$ cat src/rtl/mult_arb_pkg.sv
// rtl/mult_arb_pkg.sv - shared FSM state type and width helpers for mult_arbiter
package mult_arb_pkg;

  typedef enum logic [1:0] {
    IDLE = 2'd0,
    MUL  = 2'd1,
    RESP = 2'd2
  } state_t;

  // Requester ID width; never narrower than one bit.
  function automatic int id_wid(input int n);
    return (n > 1) ? $clog2(n) : 1;
  endfunction

endpackage

$ cat src/rtl/mult_arbiter_rr_picker.sv
// rtl/mult_arbiter_rr_picker.sv - combinational round-robin pick starting at ptr, wrapping modulo N_REQ
module rr_picker #(
  parameter int N_REQ  = 4,
  parameter int ID_WID = 2
) (
  input  logic [N_REQ-1:0]  req_valid,
  input  logic [ID_WID-1:0] ptr,
  output logic [N_REQ-1:0]  grant,
  output logic [ID_WID-1:0] idx,
  output logic              any
);

  logic [ID_WID-1:0] w_k;

  always_comb begin
    grant = '0;
    idx   = '0;
    any   = 1'b0;
    w_k   = '0;
    for (int i = 0; i < N_REQ; i++) begin
      w_k = ID_WID'((int'(ptr) + i) % N_REQ);
      if (!any && req_valid[w_k]) begin
        any        = 1'b1;
        grant[w_k] = 1'b1;
        idx        = w_k;
      end
    end
  end

endmodule

$ cat src/rtl/multiplier_cla.sv
// rtl/multiplier_cla.sv - combinational unsigned array multiplier built from carry-lookahead adder stages
module multiplier_cla #(
  parameter int MULTICAND_WID  = 16,
  parameter int MULTIPLIER_WID = 16
) (
  input  logic [MULTICAND_WID-1:0]                multicand,
  input  logic [MULTIPLIER_WID-1:0]               multiplier,
  output logic [MULTICAND_WID+MULTIPLIER_WID-1:0] product
);

  localparam int PW = MULTICAND_WID + MULTIPLIER_WID;

  // Generate/propagate adder: carries follow c[i+1] = g[i] | p[i]&c[i].
  function automatic logic [PW-1:0] cla_add(input logic [PW-1:0] x, input logic [PW-1:0] y);
    logic [PW-1:0] g;
    logic [PW-1:0] p;
    logic [PW:0]   c;
    g = x & y;
    p = x ^ y;
    c = '0;
    for (int i = 0; i < PW; i++) begin
      c[i+1] = g[i] | (p[i] & c[i]);
    end
    return p ^ c[PW-1:0];
  endfunction

  logic [PW-1:0] w_acc [MULTIPLIER_WID+1];

  assign w_acc[0] = '0;

  for (genvar j = 0; j < MULTIPLIER_WID; j++) begin : g_stage
    logic [PW-1:0] w_pp;
    assign w_pp       = multiplier[j] ? ({{MULTIPLIER_WID{1'b0}}, multicand} << j) : '0;
    assign w_acc[j+1] = cla_add(w_acc[j], w_pp);
  end

  assign product = w_acc[MULTIPLIER_WID];

endmodule

$ cat src/rtl/mult_arbiter.sv
// rtl/mult_arbiter.sv - round-robin sequencer sharing one multiplier_cla among N_REQ requesters
// Optional MULT_ARB_SIGNED_EN: two's-complement operands via sign-magnitude around the unsigned multiplier.
module mult_arbiter
  import mult_arb_pkg::*;
#(
  parameter int N_REQ      = 4,
  parameter int A_WID      = 16,
  parameter int B_WID      = 16,
  parameter int MUL_CYCLES = 2
) (
  input  logic                     clk,
  input  logic                     rst_n,
  input  logic [N_REQ-1:0]         req_valid,
  output logic [N_REQ-1:0]         req_ready,
  input  logic [N_REQ*A_WID-1:0]   req_a,
  input  logic [N_REQ*B_WID-1:0]   req_b,
  output logic                     resp_valid,
  input  logic                     resp_ready,
  output logic [$clog2(N_REQ)-1:0] resp_id,
  output logic [A_WID+B_WID-1:0]   resp_product,
  output logic                     busy
);

  localparam int IW = id_wid(N_REQ);
  localparam int PW = A_WID + B_WID;
  localparam int CW = (MUL_CYCLES > 1) ? $clog2(MUL_CYCLES) : 1;

  state_t          r_state;
  logic [IW-1:0]   r_ptr;
  logic [CW-1:0]   r_cnt;
  logic [A_WID-1:0] r_a;
  logic [B_WID-1:0] r_b;
  logic [IW-1:0]   r_id;
  logic [PW-1:0]   r_product;

  logic [N_REQ-1:0] w_grant;
  logic [IW-1:0]    w_idx;
  logic             w_any;
  logic             w_take;
  logic [IW-1:0]    w_next_ptr;
  logic [A_WID-1:0] w_sel_a;
  logic [B_WID-1:0] w_sel_b;
  logic [A_WID-1:0] w_cap_a;
  logic [B_WID-1:0] w_cap_b;
  logic [PW-1:0]    w_mul_p;
  logic [PW-1:0]    w_res;

  rr_picker #(
    .N_REQ  (N_REQ),
    .ID_WID (IW)
  ) u_picker (
    .req_valid (req_valid),
    .ptr       (r_ptr),
    .grant     (w_grant),
    .idx       (w_idx),
    .any       (w_any)
  );

  // Operands come only from the capture registers so the multiplier is a clean multicycle path.
  multiplier_cla #(
    .MULTICAND_WID  (A_WID),
    .MULTIPLIER_WID (B_WID)
  ) u_mul (
    .multicand  (r_a),
    .multiplier (r_b),
    .product    (w_mul_p)
  );

  always_comb begin
    w_sel_a = '0;
    w_sel_b = '0;
    for (int k = 0; k < N_REQ; k++) begin
      if (w_grant[k]) begin
        w_sel_a = req_a[k*A_WID +: A_WID];
        w_sel_b = req_b[k*B_WID +: B_WID];
      end
    end
  end

  assign w_take     = (r_state == IDLE) && w_any;
  assign w_next_ptr = (w_idx == IW'(N_REQ - 1)) ? '0 : w_idx + IW'(1);

`ifdef MULT_ARB_SIGNED_EN
  logic r_sign;
  logic w_cap_sign;

  // The most negative value maps to 2^(W-1), which still fits the unsigned W-bit magnitude.
  assign w_cap_a    = w_sel_a[A_WID-1] ? -w_sel_a : w_sel_a;
  assign w_cap_b    = w_sel_b[B_WID-1] ? -w_sel_b : w_sel_b;
  assign w_cap_sign = w_sel_a[A_WID-1] ^ w_sel_b[B_WID-1];
  assign w_res      = r_sign ? -w_mul_p : w_mul_p;

  always_ff @(posedge clk or negedge rst_n) begin
    if (!rst_n) begin
      r_sign <= 1'b0;
    end else if (w_take) begin
      r_sign <= w_cap_sign;
    end
  end
`else
  assign w_cap_a = w_sel_a;
  assign w_cap_b = w_sel_b;
  assign w_res   = w_mul_p;
`endif

  always_ff @(posedge clk or negedge rst_n) begin
    if (!rst_n) begin
      r_state   <= IDLE;
      r_ptr     <= '0;
      r_cnt     <= '0;
      r_a       <= '0;
      r_b       <= '0;
      r_id      <= '0;
      r_product <= '0;
    end else begin
      case (r_state)
        IDLE: begin
          if (w_any) begin
            r_a     <= w_cap_a;
            r_b     <= w_cap_b;
            r_id    <= w_idx;
            r_ptr   <= w_next_ptr;
            r_cnt   <= CW'(MUL_CYCLES - 1);
            r_state <= MUL;
          end
        end
        MUL: begin
          if (r_cnt == '0) begin
            r_product <= w_res;
            r_state   <= RESP;
          end else begin
            r_cnt <= r_cnt - CW'(1);
          end
        end
        RESP: begin
          if (resp_ready) begin
            r_state <= IDLE;
          end
        end
        default: r_state <= IDLE;
      endcase
    end
  end

  // Gated by rst_n so no requester sees an accept while reset is held.
  assign req_ready    = (rst_n && (r_state == IDLE)) ? w_grant : '0;
  assign resp_valid   = (r_state == RESP);
  assign resp_id      = r_id;
  assign resp_product = r_product;
  assign busy         = (r_state != IDLE);

endmodule
$ cat config.mk
export PLATFORM = sky130hd
export DESIGN_NAME = mult_arbiter
export DESIGN_NICKNAME = d
export VERILOG_FILES = /design/src/rtl/mult_arb_pkg.sv /design/src/rtl/mult_arbiter_rr_picker.sv /design/src/rtl/multiplier_cla.sv /design/src/rtl/mult_arbiter.sv
export SDC_FILE = /design/constraint.sdc
export NUM_CORES = 1
export LEC_CHECK = 0
export BUFFER_PORTS_ARGS = -buffer_cell sky130_fd_sc_hd__buf_2
export CORE_AREA = 3 3 150 152
export CTS_BUF_LIST = sky130_fd_sc_hd__clkbuf_4
export DETAILED_ROUTE_END_ITERATION = 10
export DIE_AREA = 0 0 153 155
export PLACE_DENSITY = 0.86
export SYNTH_ARGS = -nofsm -noshare
export SYNTH_HDL_FRONTEND = slang
export SYNTH_SLANG_ARGS = --single-unit
$ cat constraint.sdc
create_clock -name clk -period 17.75 [get_ports clk]
set_input_delay 0.8875 -clock clk [delete_from_list [all_inputs] [get_ports clk]]
set_output_delay 0.8875 -clock clk [all_outputs]
set_load 0.05 [all_outputs]
Yosys cells after proc, flatten, opt, wreduce, memory -nomap -nowiden
Index checks and enable logic that the tools add are counted.
{ "op_classes": {"add_sub_neg": 5, "order_cmp": 8, "n_eq_ne": 6, "n_mux": 61, "n_bitwise": 949, "reduce_logical": 18} }
{ "op_table": {"columns": ["cell", "n"], "rows": [
  ["bitwise XOR 32 bit", 16],
  ["AND 31 bit", 15],
  ["AND 1 bit", 450],
  ["bitwise OR 1 bit", 450],
  ["two-way mux 16 bit", 9],
  ["bitwise XOR 32 x 18 -> 32 bit", 1],
  ["bitwise XOR 32 x 19 -> 32 bit", 1],
  ["bitwise XOR 32 x 20 -> 32 bit", 1],
  ["bitwise XOR 32 x 21 -> 32 bit", 1],
  ["bitwise XOR 32 x 22 -> 32 bit", 1],
  ["bitwise XOR 32 x 23 -> 32 bit", 1],
  ["bitwise XOR 32 x 24 -> 32 bit", 1],
  ["bitwise XOR 32 x 25 -> 32 bit", 1],
  ["bitwise XOR 32 x 26 -> 32 bit", 1],
  ["bitwise XOR 32 x 27 -> 32 bit", 1],
  ["bitwise XOR 32 x 28 -> 32 bit", 1],
  ["bitwise XOR 32 x 29 -> 32 bit", 1],
  ["bitwise XOR 32 x 30 -> 32 bit", 1],
  ["bitwise XOR 32 x 31 -> 32 bit", 1],
  ["two-way mux 31 bit", 1],
  ["two-way mux 30 bit", 1],
  ["two-way mux 29 bit", 1],
  ["two-way mux 28 bit", 1],
  ["two-way mux 27 bit", 1],
  ["34 further kinds", 88]
]} }
{ "totals": {"register_bits": 71, "output_inout_bits": 40, "word_cells": 1054} }

Longest topological paths before layout
Gate-level depths: netlist of run 1.
{ "depth": {"depth_word": 931, "mapped_depth": 76, "depth_no_buf": 75} }

By module
Synthesis of run 1 repeated with hierarchy kept, for this count alone.
{ "hier_totals": {"hier_cells": 910, "hier_area_um2": 10784.1} }
{ "by_module_without_submodules": {"columns": ["module", "instances", "cells_each", "area_per_inst_um2", "seq_area_each_um2"], "rows": [
  ["multiplier_cla", 1, 577, 6722.7, 0.0],
  ["mult_arbiter", 1, 288, 3642.2, 1776.7],
  ["rr_picker", 1, 45, 419.2, 0.0]
]} }

Least setup slack after synthesis of run 1
No wires, ideal clock.
{ "synth_timing": {"path_kind": "reg-to-reg", "start": "register r_b[0]", "end": "register r_product[30], in the netlist resp_product[30]", "t_arrival_ns": 19.549, "slack_ns": -1.932, "path_stages_with_launch": 50, "n_path_buf": 2, "synth_period_minus_slack_ns": 19.682, "path_cell_list": "dfrtp_1 > clkbuf_1 > clkbuf_1 > nand2_1 > fa_1 > fa_1 > inv_1 > fa_1 > fa_1 > fa_1 > fa_1 > fa_1 > fa_1 > fa_1 > fa_1 > fa_1 > fa_1 > fa_1 > [... 14 more ...] > fa_1 > fa_1 > fa_1 > fa_1 > fa_1 > fa_1 > fa_1 > fa_1 > fa_1 > fa_1 > fa_1 > fa_1 > fa_1 > fa_1 > inv_1 > fa_1 > fa_1 > o21ai_0"} }
{ "synth_between": {"elab_chain_len": 89, "elab_cells_between_ends": 916, "classes_between": "mux (1); bitwise (915)"} }
{ "synth_rtl": {"columns": ["element", "line", "text"], "rows": [
  ["start, declared", "mult_arbiter.sv:32", "logic [B_WID-1:0] r_b;"],
  ["start signal, assigned", "mult_arbiter.sv:120", "r_b <= w_cap_b;"],
  ["two-way mux 16 bit *", "multiplier_cla.sv:33", "assign w_pp = multiplier[j] ? ({{MULTIPLIER_WID{1'b0}}, multicand} << j) : '0;"],
  ["bitwise XOR 32 bit / AND 31 bit (equally long branches)", "multiplier_cla.sv:19, multiplier_cla.sv:18", null],
  ["AND 1 bit / bitwise XOR 32 bit (equally long branches)", "multiplier_cla.sv:22, multiplier_cla.sv:24", null],
  ["bitwise OR 1 bit, or another cell as far along", "multiplier_cla.sv:22", "c[i+1] = g[i] | (p[i] & c[i]);"],
  ["AND 1 bit / bitwise XOR 32 bit (equally long branches)", "multiplier_cla.sv:22, multiplier_cla.sv:24", null],
  ["bitwise OR 1 bit, or another cell as far along", "multiplier_cla.sv:22", null],
  ["AND 1 bit / bitwise XOR 32 bit (equally long branches)", "multiplier_cla.sv:22, multiplier_cla.sv:24", null],
  ["bitwise OR 1 bit, or another cell as far along", "multiplier_cla.sv:22", null],
  ["[... 73 more ...]", null, null],
  ["bitwise XOR 32 x 28 -> 32 bit, or another cell as far along", "multiplier_cla.sv:19", "p = x ^ y;"],
  ["bitwise XOR 32 bit *", "multiplier_cla.sv:24", "return p ^ c[PW-1:0];"],
  ["bitwise XOR 32 x 29 -> 32 bit, or another cell as far along", "multiplier_cla.sv:19", null],
  ["bitwise XOR 32 bit *", "multiplier_cla.sv:24", null],
  ["bitwise XOR 32 x 30 -> 32 bit, or another cell as far along", "multiplier_cla.sv:19", null],
  ["bitwise XOR 32 bit *", "multiplier_cla.sv:24", null],
  ["bitwise XOR 32 x 31 -> 32 bit / bitwise OR 1 bit (equally long branches)", "multiplier_cla.sv:19, multiplier_cla.sv:22", null],
  ["bitwise XOR 32 bit *", "multiplier_cla.sv:24", null],
  ["end signal, assigned", "mult_arbiter.sv:129", "r_product <= w_res;"],
  ["end, declared", "mult_arbiter.sv:34", "logic [PW-1:0] r_product;"]
]} }
Every way passes the cells marked *; elsewhere a longest branch is shown, timed or not.
A chain may end at the register's enable or synchronous reset.

Worst setup path in the final report of run 1
Same ends and word-level chain as after synthesis.

==> flow_summary.ini, run 1 <==
[outcome]
outcome = finished, violations left
violations = negative setup slack

[timing]
setup_violations = 6
hold_viol_final = 0
drv_slew = 0
fmax_ghz = 0.0523
fin_crit_sh_pct = 108
period_minus_slack_ns = 19.14
rsz0062_at_grt = yes
slew_headroom_pct = 21.9
tightest_slew_ns = 1.17
setup_ws_ns = -1.39
fin_skew_ns = 0.0404

[global_route]
antenna_found_initial = 1
grt_pass1_vias = 8575
grtUsageTotal_pct = 22.4
grt_overflow = 0
grt_pass1_wl_mm = 42.7
grt_max_degree = 72

[synth]
async_flop_share_pct = 100
synth_top_family_by_area = adder cells
synth_fa_ha_area_share_pct = 41.5
synth-edff-count = 0
avgSynthCellArea_um2 = 11.2
post_synth_instance_area_um2 = 11500
ys.warnings.count = 0
yosys.area_share.simple_pct = 19.3
synth_cells = 1023
synth_xor_area_share_pct = 0
synthMuxAreaShare_pct = 7.52
synth_top_flop_cell = dfrtp_1
synth.yosys.seq_area_share_pct = 15.5
synth-compound-area-share_pct = 11.2
ys_ff_latch = 71
synth_top_area_share_pct = 39.1
ys_top_cells_by_area = fa_1, dfrtp_1, and2_1
syn_nets = 1404
yosys.area.top_type = fa_1
synth_cell_types = 48

[route]
vias_per_cell = 5.50
drt_iter0_markers = 363
vias = 7926
dr.pass1.iters = 5
drc = 0
wire_per_inst_um = 17.8
drt.antenna.violating_nets = 0
wirelength_mm = 25.6

[die]
core_um2 = 21200
fp.dieH_um = 155
io_pins = 175
die-width_um = 153
rows = 53
die_area_um2 = 23700
initial_utilization_pct = 54.2

[cts]
clock_latency_ns = 0.49
htree_levels = 3
ctsHoldBuffers = 0
cts_tree = built
clock_sinks = 71
cts_root_buf = clkbuf_4
cts.clk_slew.worst_paths_ns = 0.16
numCtsBuffers = 9
clk_path_buf_depth = 2

[critical_path]
path_class = reg -> reg
critPathTopFamily = adder cells
worstPathMaxFanout = 4
crit_path_end_kind = flop
worst_path_most_repeated_cell = fa_2
cp.required_ns = 18.09
worst-path-buf-inv = 5
critPathLaunchType = flop
reg2reg_slack_ns = -1.39
r2r_end = resp_product[30]$_DFFE_PN0P_
crit_path_end = resp_product[30]$_DFFE_PN0P_
crit_start = r_b[0]$_DFFE_PN0P_
r2r_start = r_b[0]$_DFFE_PN0P_
crit_cells = 51
critPathSlowestCell = fa_2
cpPeakStageDelay_ns = 0.60
r2r_cells = 51
cp.arrival_ns = 19.48

[final_layout]
final.fill_count = 1661
area_delta_synth_final_pct = 14.7
multi_input_area_um2 = 9620
nets = 1541
drive_gt1_share_pct = 47.1
stdcell_count = 1441
seq_area_um2 = 1780

[min_path]
min_path_type = in -> async

[placed_design]
hpwl_mm = 20.9
io_buffers = 174
numPlacedInstances = 1422
dp_slack_ns = -1.89
gp_congestion = 0.878

[job]
maxCapViolations = 0
## through the flow
| stage | setup TNS (ns) | instance area [µm²] | util, % | hold slack, ns |
|---|---|---|---|---|
| after detailed placement | -7.27 | 12900 | 61.1 | 0.487 |
| after global placement | -5.92 | 12900 | 61.1 | 0.467 |
| after floorplan | -5.04 | 11900 | - | 0.459 |
| final | -4.82 | 13100 | 62.2 | 0.341 |
| after global routing | -7.31 | 13100 | 62.2 | 0.350 |
| after CTS | -4.97 | 13100 | 62.1 | 0.332 |
## metal layers
layer / GRT usage (%) / vias up / routed length (µm)
met4: 5.98 / 0 / 670
li1: - / 3607 / -
met5: 0 / - / 0
met1: 27.7 / 4025 / 10200
met2: 40.3 / 252 / 13100
met3: 4.62 / 42 / 1690
## cells in the mapped netlist (2+ instances only)
cell / n
buf_4: 5
inv_1: 53
mux2i_1: 4
nand3b_1: 6
nand2b_1: 10
or3b_1: 2
a221oi_1: 3
ha_1: 22
o31ai_1: 4
o31ai_2: 30
o22ai_1: 2
mux2_2: 65
o221a_2: 2
o21ai_0: 36
dfrtp_1: 71
o21ai_1: 6
a211o_1: 3
fa_1: 224
a221oi_2: 29
buf_6: 5
nor2_1: 10
and2_1: 247
mux4_2: 3
buf_2: 16
a2111oi_4: 2
nor2b_1: 35
a21oi_1: 3
clkbuf_1: 49
or2_1: 2
nand2_1: 56
## kinds of logic after synthesis
| kind of cell | Yosys count |
|---|---|
| AO/OA/AOI/OAI | 128 |
| adder cells (fa/ha/maj) | 246 |
| buffers and inverters | 130 |
| flip-flops | 71 |
| multiplexers | 73 |
| AND/OR/NAND/NOR | 375 |
## area by class of cell
class | count | share of cell area [%]
Clock inverter | 7 | 0.343
Inverter | 53 | 1.51
Antenna cell | 1 | 0.0190
Clock buffer | 9 | 0.514
Multi-Input combinational cell | 822 | 73.2
Timing Repair Buffer | 203 | 8.30
Sequential cell | 71 | 13.5
Tap cell | 275 | 2.62
## how the worst min path moves through the flow
stage                           startpoint                          end  slack (ns)  cells past startpoint
2_1_floorplan       r_state[1]$_DFFE_PN0P_       r_state[0]$_DFFE_PN0P_        0.46                      1
3_3_place_gp   resp_product[0]$_DFFE_PN0P_  resp_product[0]$_DFFE_PN0P_        0.47                      2
3_5_place_dp        resp_id[1]$_DFFE_PN0P_       resp_id[1]$_DFFE_PN0P_        0.49                      2
4_1_cts                              rst_n  resp_product[2]$_DFFE_PN0P_        0.33                      1
5_1_grt                              rst_n  resp_product[6]$_DFFE_PN0P_        0.35                      1
6_report                             rst_n  resp_product[5]$_DFFE_PN0P_        0.34                      1
## worst register-to-register path, delay by kind of cell (launching register included)
kind,cells,cell delay [ns]
AOI/OAI and AO/OA,1,0.05
DFF,1,0.42
and+or+nand+nor,1,0.16
buffers and inverters,5,0.29
adders and majority gates,44,18.06
## cells in the final DEF (no fill, tap or decap), types with 3 or more instances in the layout
| cell type | n |
|---|---|
| buf_2 | 173 |
| fa_1 | 40 |
| and2_1 | 245 |
| o31ai_2 | 30 |
| inv_1 | 48 |
| fa_2 | 184 |
| a21oi_1 | 3 |
| dfrtp_1 | 70 |
| ha_1 | 21 |
| nand2_1 | 56 |
| nand3b_1 | 6 |
| nor2_1 | 10 |
| a221oi_1 | 3 |
| o31ai_1 | 4 |
| inv_2 | 5 |
| o21ai_0 | 34 |
| mux2i_1 | 4 |
| nand2b_1 | 9 |
| a211o_1 | 3 |
| mux2_2 | 64 |
| o21ai_1 | 7 |
| buf_4 | 30 |
| a221oi_2 | 29 |
| mux4_2 | 3 |
| nor2b_1 | 35 |
| clkbuf_4 | 9 |
## registers in the layout, indices dropped and copies added, names as in the netlist
register,cells
r_cnt,1
r_b,16
r_a,16
resp_product,32
r_ptr,2
resp_id,2
r_state,2
## what timing repair did
| item | in CTS | in global routing |
|---|---|---|
| buffers inserted | 2 | 0 |
| cloned | 0 | 0 |
| pin swaps | 61 | 10 |
| resized for setup | 33 | 5 |
| endpoints found under the hold margin | 0 | 0 |
| endpoints found under the setup margin | 7 | 7 |
Power of run 1 is left out: the tool's default activity adds up to more than one toggle a clock period on the data nets, which glitch-free logic cannot reach.
==> inputs of run 2 (changes only) <==
--- a/config.mk
+++ b/config.mk
@@ -7,7 +7,7 @@
 export LEC_CHECK = 0
 export BUFFER_PORTS_ARGS = -buffer_cell sky130_fd_sc_hd__buf_2
 export CORE_AREA = 3 3 150 152
-export CTS_BUF_LIST = sky130_fd_sc_hd__clkbuf_4
+export CTS_BUF_LIST = sky130_fd_sc_hd__clkbuf_2
 export DETAILED_ROUTE_END_ITERATION = 10
 export DIE_AREA = 0 0 153 155
 export PLACE_DENSITY = 0.86
==> run 2 against run 1 <==
Against the previous run:
- the run still ends with negative setup slack left
- setup slack worse by 0.0090 ns
- via count is 0.15% lower
- critical path depth is 2 lower
- hold slack worse by 0.18 ns
- largest cell class unchanged
- wire length is 0.42% lower
- first-iteration DRC count is 4.7% lower
==> flow_summary.ini, run 2 (synthesis gave the netlist of run 1 again) <==
[outcome]
outcome = finished, violations left
violations = negative setup slack

[route]
drc = 0
wire_per_inst_um = 17.7
wirelength_mm = 25.5
vias = 7914
drt_iter0_markers = 346
drt.antenna.violating_nets = 0
dr.pass1.iters = 5
vias_per_cell = 5.50

[final_layout]
seq_area_um2 = 1780
area_delta_synth_final_pct = 14.4
final_util_pct = 62.0
multi_input_area_um2 = 9610
stdcell_count = 1440
layout_commonest_cell = and2_1
layout_common_cells = and2_1, fa_2, buf_2
final.fill_count = 1662
nets = 1540
drive_gt1_share_pct = 46.8
largest_register_ffs = 32

[min_path]
min_path_type = in -> async

[critical_path]
critPathLaunchType = flop
cpPeakStageDelay_ns = 0.60
cp.arrival_ns = 19.62
cp.required_ns = 18.23
r2r_end = resp_product[30]$_DFFE_PN0P_
r2r_cells = 49
crit_start = r_b[0]$_DFFE_PN0P_
crit_path_end_kind = flop
crit_path_end = resp_product[30]$_DFFE_PN0P_
path_class = reg -> reg
worst_path_most_repeated_cell = fa_2
reg2reg_slack_ns = -1.40
worstPathMaxFanout = 6
critPathSlowestCell = fa_2
r2r_start = r_b[0]$_DFFE_PN0P_

[placed_design]
gp_congestion = 0.878
io_buffers = 174
numPlacedInstances = 1422
hpwl_mm = 20.9

[timing]
drv_slew = 0
fin_crit_sh_pct = 108
period_minus_slack_ns = 19.15
fin_skew_ns = 0.0748
slew_headroom_pct = 22.4
fmax_ghz = 0.0522
holdWs_ns = 0.166
setup_ws_ns = -1.40
hold_viol_final = 0
tns_ns = -4.96
tightest_slew_ns = 1.16
setup_violations = 6
rsz0062_at_grt = yes

[global_route]
grtUsageTotal_pct = 22.4
grt_overflow = 0
grt_pass1_wl_mm = 42.8
grt_max_degree = 72
antenna_found_initial = 1
grt_pass1_vias = 8600

[cts]
clk_path_buf_depth = 2
htree_levels = 3
clock_latency_ns = 0.63
cts.clk_slew.worst_paths_ns = 0.28
ctsHoldBuffers = 0
cts_tree = built
cts_root_buf = clkbuf_2
numCtsBuffers = 9
clock_sinks = 71

[die]
die-width_um = 153
die_area_um2 = 23700
fp.dieH_um = 155
initial_utilization_pct = 54.2
io_pins = 175
rows = 53
core_um2 = 21200

[job]
maxCapViolations = 0
==> run 2: critical path, delay by kind of cell, from the launching register on <==
kind,cells,cell delay [ns]
simple gates,1,0.17
fa+ha+maj,44,18.19
flops,1,0.46
buf+inv,3,0.12
compound gates,1,0.06
==> run 2: layer usage <==
| metal | vias to the layer above | GRT usage (%) | part of all wire (%) |
|---|---|---|---|
| met1 | 3997 | 27.6 | 39 |
| met2 | 275 | 40.1 | 51 |
| li1 | 3596 | - | - |
| met4 | 0 | 6.24 | 2.7 |
| met3 | 46 | 4.98 | 7.3 |
| met5 | - | 0 | 0 |
==> run 2: how the worst min path moves through the flow <==
stage,endpoint,slack [ns],cells after the start
floorplan,r_state[0]$_DFFE_PN0P_,0.46,1
global placement,resp_product[0]$_DFFE_PN0P_,0.47,2
detailed placement,resp_id[1]$_DFFE_PN0P_,0.49,2
CTS,resp_product[2]$_DFFE_PN0P_,0.13,1
global route,resp_product[6]$_DFFE_PN0P_,0.15,1
finish,resp_product[5]$_DFFE_PN0P_,0.17,1
==> run 2: timing repair <==
action | CTS | global route
endpoints found under the setup margin | 7 | 7
buffers inserted | 1 | 0
gates cloned | 0 | 0
pin swaps | 61 | 10
gates resized for setup | 31 | 4
==> run 2: final cells by class <==
type                       count  area share [%]
multi-input combinational    822            73.3
sequential                    71            13.6
timing repair buffer         202            8.26
tap                          275            2.62
inverter                      53            1.52
clock buffer                   9           0.344
clock inverter                 7           0.344
antenna                        1          0.0191
==> run 2: through the flow <==
stage	cell area, µm²	worst slack (ns)
6_report	13100	-1.40
5_1_grt	13100	-1.86
4_1_cts	13100	-1.45
3_5_place_dp	12900	-1.89
3_3_place_gp	12900	-1.61
2_1_floorplan	11900	-1.46
Power of run 2 is left out for the same reason.
